--- config.mk ---
export PLATFORM = sky130hd
export DESIGN_NAME = postprocess_linear_ngroup
export DESIGN_NICKNAME = d
export VERILOG_FILES = /design/src/rtl/postprocess_pkg.sv /design/src/rtl/postprocess_mac_lane.sv /design/src/rtl/postprocess_linear_ngroup.sv
export SDC_FILE = /design/constraint.sdc
export NUM_CORES = 2
export LEC_CHECK = 0
export ABC_AREA = 0
export BUFFER_PORTS_ARGS = -buffer_cell sky130_fd_sc_hd__buf_2
export CORE_MARGIN = 4
export CORE_UTILIZATION = 56
export CTS_BUF_LIST = sky130_fd_sc_hd__clkbuf_8 sky130_fd_sc_hd__clkbuf_16
export DETAILED_ROUTE_END_ITERATION = 12
export GPL_TIMING_DRIVEN = 0
export PLACE_DENSITY = 0.83
export RECOVER_POWER = 50
export SYNTH_ARGS = -nofsm -noshare
export SYNTH_HDL_FRONTEND = slang
export SYNTH_SLANG_ARGS = --single-unit
--- constraint.sdc ---
create_clock -name clk -period 5.5 [get_ports clk]
set_clock_uncertainty 0.2 [all_clocks]
set_input_delay 0 -clock clk [delete_from_list [all_inputs] [get_ports clk]]
set_output_delay 0 -clock clk [all_outputs]
set_load 0.01 [all_outputs]
--- src/rtl/postprocess_pkg.sv ---
// Shared constants and types for the multi-channel linear post-processing block.
package postprocess_pkg;

  localparam int DATA_W   = 8;
  localparam int WEIGHT_W = 8;
  localparam int ACC_W    = 32;

  // Saturation bounds for the default accumulator width.
  localparam logic signed [ACC_W-1:0] ACC_MAX = {1'b0, {(ACC_W-1){1'b1}}};
  localparam logic signed [ACC_W-1:0] ACC_MIN = {1'b1, {(ACC_W-1){1'b0}}};

  typedef enum logic [1:0] {
    IDLE  = 2'd0,
    ACCUM = 2'd1,
    HOLD  = 2'd2
  } state_t;

endpackage

--- src/rtl/postprocess_mac_lane.sv ---
// Single output lane: bias load, saturating multiply-accumulate and ReLU view.
module postprocess_mac_lane #(
  parameter int DATA_W   = postprocess_pkg::DATA_W,
  parameter int WEIGHT_W = postprocess_pkg::WEIGHT_W,
  parameter int ACC_W    = postprocess_pkg::ACC_W
) (
  input  logic                       clk,
  input  logic                       rst_b,
  input  logic                       load,
  input  logic                       mac_en,
  input  logic                       relu_en,
  input  logic signed [ACC_W-1:0]    bias,
  input  logic signed [DATA_W-1:0]   data_in,
  input  logic signed [WEIGHT_W-1:0] weight,
  output logic signed [ACC_W-1:0]    y
);

  localparam int PW = DATA_W + WEIGHT_W;
  localparam logic signed [ACC_W-1:0] LANE_MAX = {1'b0, {(ACC_W-1){1'b1}}};
  localparam logic signed [ACC_W-1:0] LANE_MIN = {1'b1, {(ACC_W-1){1'b0}}};

  logic signed [ACC_W-1:0] acc;
  logic signed [ACC_W-1:0] acc_d;
  logic signed [ACC_W-1:0] sat;
  logic signed [PW-1:0]    prod;
  logic signed [ACC_W:0]   sum;

  // Full-precision product, one-bit-wider sum, then clamp on overflow.
  always_comb begin
    prod = data_in * weight;
    sum  = {acc[ACC_W-1], acc} + {{(ACC_W+1-PW){prod[PW-1]}}, prod};
    if (sum[ACC_W] != sum[ACC_W-1])
      sat = sum[ACC_W] ? LANE_MIN : LANE_MAX;
    else
      sat = sum[ACC_W-1:0];
  end

  // Value the accumulator takes this cycle; y exposes it so the top can
  // register the result in the same cycle as the final update.
  always_comb begin
    acc_d = acc;
    if (load)
      acc_d = bias;
    else if (mac_en)
      acc_d = sat;
    y = (relu_en && acc_d[ACC_W-1]) ? '0 : acc_d;
  end

  // Accumulator register.
  always_ff @(posedge clk or negedge rst_b) begin
    if (!rst_b)
      acc <= '0;
    else
      acc <= acc_d;
  end

endmodule

--- src/rtl/postprocess_linear_ngroup.sv ---
// N_CH-lane fully-connected post-processing: shared activation, per-lane weights,
// bias seeding, length counter, valid/ready on both sides, saturation and ReLU.
module postprocess_linear_ngroup #(
  parameter int N_CH     = 4,
  parameter int DATA_W   = postprocess_pkg::DATA_W,
  parameter int WEIGHT_W = postprocess_pkg::WEIGHT_W,
  parameter int ACC_W    = postprocess_pkg::ACC_W,
  parameter int LEN_W    = 9
) (
  input  logic                     clk,
  input  logic                     rst_b,
  input  logic                     start,
  input  logic [LEN_W-1:0]         len,
  input  logic                     relu_en,
  input  logic [N_CH*ACC_W-1:0]    bias,
  input  logic                     in_valid,
  output logic                     in_ready,
  input  logic [DATA_W-1:0]        data_in,
  input  logic [N_CH*WEIGHT_W-1:0] weight,
  output logic                     out_valid,
  input  logic                     out_ready,
  output logic [N_CH*ACC_W-1:0]    data_out,
  output logic                     busy
);

  import postprocess_pkg::*;

  state_t                  state;
  logic [LEN_W-1:0]        cnt;
  logic [LEN_W-1:0]        len_q;
  logic                    relu_q;
  logic                    load;
  logic                    mac_en;
  logic                    relu_sel;
  logic                    last_beat;
  logic [N_CH*ACC_W-1:0]   y_all;

  // Lane control strobes; ReLU uses the live input when the bias is loaded
  // so a zero-length job outputs the correct clamped bias.
  always_comb begin
    load      = (state == IDLE) && start;
    mac_en    = (state == ACCUM) && in_valid && in_ready;
    relu_sel  = load ? relu_en : relu_q;
    last_beat = (cnt == len_q - LEN_W'(1));
  end

  assign busy = (state != IDLE);

  for (genvar c = 0; c < N_CH; c++) begin : g_lane
    postprocess_mac_lane #(
      .DATA_W   (DATA_W),
      .WEIGHT_W (WEIGHT_W),
      .ACC_W    (ACC_W)
    ) u_lane (
      .clk      (clk),
      .rst_b    (rst_b),
      .load     (load),
      .mac_en   (mac_en),
      .relu_en  (relu_sel),
      .bias     (bias[c*ACC_W +: ACC_W]),
      .data_in  (data_in),
      .weight   (weight[c*WEIGHT_W +: WEIGHT_W]),
      .y        (y_all[c*ACC_W +: ACC_W])
    );
  end

  // Control FSM with registered handshake outputs and result register.
  always_ff @(posedge clk or negedge rst_b) begin
    if (!rst_b) begin
      state     <= IDLE;
      cnt       <= '0;
      len_q     <= '0;
      relu_q    <= 1'b0;
      in_ready  <= 1'b0;
      out_valid <= 1'b0;
      data_out  <= '0;
    end else begin
      case (state)
        IDLE: begin
          if (start) begin
            len_q  <= len;
            relu_q <= relu_en;
            cnt    <= '0;
            if (len == '0) begin
              state     <= HOLD;
              out_valid <= 1'b1;
              data_out  <= y_all;
            end else begin
              state    <= ACCUM;
              in_ready <= 1'b1;
            end
          end
        end
        ACCUM: begin
          if (mac_en) begin
            cnt <= cnt + LEN_W'(1);
            if (last_beat) begin
              in_ready  <= 1'b0;
              out_valid <= 1'b1;
              data_out  <= y_all;
              state     <= HOLD;
            end
          end
        end
        HOLD: begin
          if (out_ready) begin
            out_valid <= 1'b0;
            state     <= IDLE;
          end
        end
        default: state <= IDLE;
      endcase
    end
  end

endmodule
==> metrics <==
Worst R2R End=data_out[75]; initial core utilization=0.568; worst setup path end=data_out[102]; # port buffers=~300; Die Y=around 260 microns; H-tree levels=2; Total GRT Usage=0.409; most used cell, CP=fa_1; CP max-delay cell=clkbuf_1; ys flop type=dfrtp_1; grt ovf=0; r2r setup slk=-720 ps; status=complete, but fails checks; Core Footprint=61800 sq um; Synth Net Count=approximately 4500; DRC violations left=0; max_slew headroom=-1.74; Clock Latency Late Sink=a little over 600 ps; Std-Cell Rows=91; CP Class=input pin to register; class of the worst hold path=input pin to register; failing checks=hold timing, capacitance limit, slew limit, setup timing; hold_ws=-28.1 ps; final wirelength=roughly 150000 microns; post-route ant nets=0; R2R cell count=25; Mapped Cells=3463; full die area=66800 sq um; Final setup violation count=~260; area share of the largest cell type after synthesis=0.319; Final period util=1.14; worst path cell trace=buf_2, clkbuf_1, nor2_1, fa_1, inv_1, fa_1, inv_1, fa_1, fa_1, ha_1, ha_4, and4_4, buf_4, a21o_1, o211ai_1, buf_4, a21oi_2, nor3_2, xnor2_2, buf_8, maj3_2, a222oi_1, buf_4, o21ai_2; largest net degree at the start of global routing=approximately 110; root buffer cell=clkbuf_16; io pins=about 310; DRT iter0 DRCs=4879; worst setup path startpoint=data_in[4]; leading post-synthesis cells by cell area=fa_1 (32%), dfrtp_1 (20%), ha_1 (10%), inv_1 (4.7%), a21oi_1 (2.7%); antenna violations before repair=17; placed wire-length estimate=92900 microns; Slew Viols, Final=around 250; YS warnings=0; Met3 Routed Length=roughly 24000 microns; worst reg2reg path startpoint=g_lane[2].u_lane.acc[4]; unrepaired setup endpoints after global routing=yes; wl on met1=roughly 47000 microns; CP required=5780 ps; buffers and inverters on the worst path=8; clk sinks=roughly 280; crit start category=input pin; Max Freq=about 160 MHz; Synth async-reset ratio=1.00; Setup WS post-layout=-788 ps; die width=258 microns; Crit path max-delay family=adder cells; register area share after synthesis=0.199; vias in the first global route=~35000; Max-Cap Viols=9; Nets=roughly 5300; Crit Path Max Fanout=11; routed length on met2=roughly 63000 microns; Final Wtd Congestion=around 1.0; Max Used Layer=met5; CTS Buf Count=35; CTS tree=yes; FF+latch count, synth=approximately 280; first-pass GRT wire length=~210000 microns; Pre-Repair DR Iteration Count=10; synth unique cells=95; post-synth top area cell=fa_1; crit end category=register; Worst-path clk slew=around 60 ps; clk buf depth=3; Worst path depth=24; utilization after layout=0.748; drt wl/cell=30.2 microns; Final Hold Fails=1; crit-path max cell delay=700 ps; routed vias/inst=about 6.9; share of layout cells above drive strength 1=0.246; syn_area_per_cell=between 10 and 15 sq um; Post-Syn Area=35100 sq um; Slew @ Worst Pin=about 4100 ps; Tmin final=about 6300 ps; via count=35000; EDFF count, synth=0; crit path DAT=~6600 ps; area delta synth->final=31.7%
layer usage:
layer | vias to the layer above | track usage
li1 | 13400 | -
met1 | 16800 | 0.488
met3 | 1442 | 0.141
met4 | 14 | 0.313
met2 | 3464 | 0.610
met5 | - | 0.00658
metrics by stage:
stage               area (sq um)  setup TNS, ps  instances  setup slack, ps  hold WS (ps)
floorplan                  35400         -99390       3463             -679          -496
global placement           38000        -810610       4609            -2380          8.86
detailed placement         38100        -476350       4611            -2330          -193
CTS                        44700         -38300       5009             -371        0.0984
global route               46200        -141900       5085             -826          27.2
finish                     46200        -125560       5097             -788         -28.1
logic make-up after synthesis:
| kind of cell | count (synthesis) | share of synthesized area |
|---|---|---|
| buffers and inverters | 592 | 0.0681 |
| xor gates and xnor gates | 134 | 0.0341 |
| AOI/OAI and AO/OA | 866 | 0.168 |
| DFF | 279 | 0.199 |
| muxes | 5 | 0.00146 |
| and+or+nand+nor | 712 | 0.100 |
| adders and majority gates | 875 | 0.430 |
Yosys cell counts (15+ instances only):
cell,instances
and3_1,21
buf_6,19
dfrtp_1,279
a31oi_1,25
o211ai_1,26
buf_2,18
xor2_1,54
nand4_1,23
inv_1,440
nor3_1,33
clkbuf_1,100
o21ai_0,142
and2_1,140
nand2b_1,17
a21oi_1,192
o21bai_1,23
nand3_1,40
xnor2_1,77
nor2_1,127
o31ai_1,21
maj3_1,25
a211oi_1,30
ha_1,290
a22oi_1,46
nand2_1,247
o22ai_1,63
a22o_1,108
o21ai_1,18
a21o_1,45
a311oi_1,15
fa_1,560
layout by cell type, fill, tap and decap left out, types with 23 or more instances in the layout:
cell           netlist  layout
xor2_1              54      51
clkbuf_16            0      43
nor3_1              33      24
a22o_1             108     108
nand2_1            247     232
a21oi_2              4      34
xnor2_1             77      74
a22oi_1             46      45
ha_4                 0      81
buf_4                1     195
and2_1             140     129
dlygate4sd3_1        0     151
a21oi_1            192     135
inv_1              440     407
a21o_1              45      44
ha_1               290     201
fa_2                 0      28
buf_6               19      60
o22ai_1             63      62
nand4_1             23      23
o21ai_2              1      40
o211ai_1            26      26
fa_1               560     532
a21oi_4              1      28
nor2_1             127     125
o21ai_0            142      79
nand3_1             40      36
o21ai_1             18      31
clkbuf_1           100     167
buf_12               0      38
dfrtp_1            279     275
buf_2               18     202
how the worst min path moves through the flow:
stage / from / end / slack (ps) / cells after the start
2_1_floorplan: rst_b / cnt[0] / -500 / 0
3_3_place_gp: len[6] / len_q[6] / 9 / 3
3_5_place_dp: rst_b / g_lane[3].u_lane.acc[3] / -190 / 1
4_1_cts: bias[121] / g_lane[3].u_lane.acc[25] / 0.1 / 3
5_1_grt: bias[126] / data_out[126] / 30 / 4
6_report: len[4] / len_q[4] / -30 / 4
tightest hold or removal path: cells and delay by family:
family | cells | cell delay [ps]
simple gates | 2 | 90
buf+inv | 2 | 660
state kept, by name, summed over array words and instances (netlist names):
name and count:
data_out 128, state 2, in_ready 1, relu_q 1, cnt 9, g_lane.u_lane.acc 128
out_valid 1, len_q 9
repair_timing:
| action | CTS | global route |
|---|---|---|
| gates cloned | 17 | 4 |
| hold buffers | 152 | 0 |
| endpoints found under the hold margin | 444 | 0 |
| pin swaps | 214 | 152 |
| endpoints found under the setup margin | 256 | 255 |
| setup buffers | 182 | 75 |
| resized for setup | 469 | 219 |
final cells by class:
type	count	area [sq um]
Fill cell	3579	15600
Tap cell	837	1050
Clock buffer	41	958
Buffer	132	1020
Timing Repair Buffer	730	5600
Multi-Input combinational cell	2600	28600
Clock inverter	18	219
Inverter	445	1720
Sequential cell	279	6990
Antenna cell	15	37.5
Power is not shown: default switching activity piles up to over one toggle a cycle in this logic, so the estimate is an artifact.
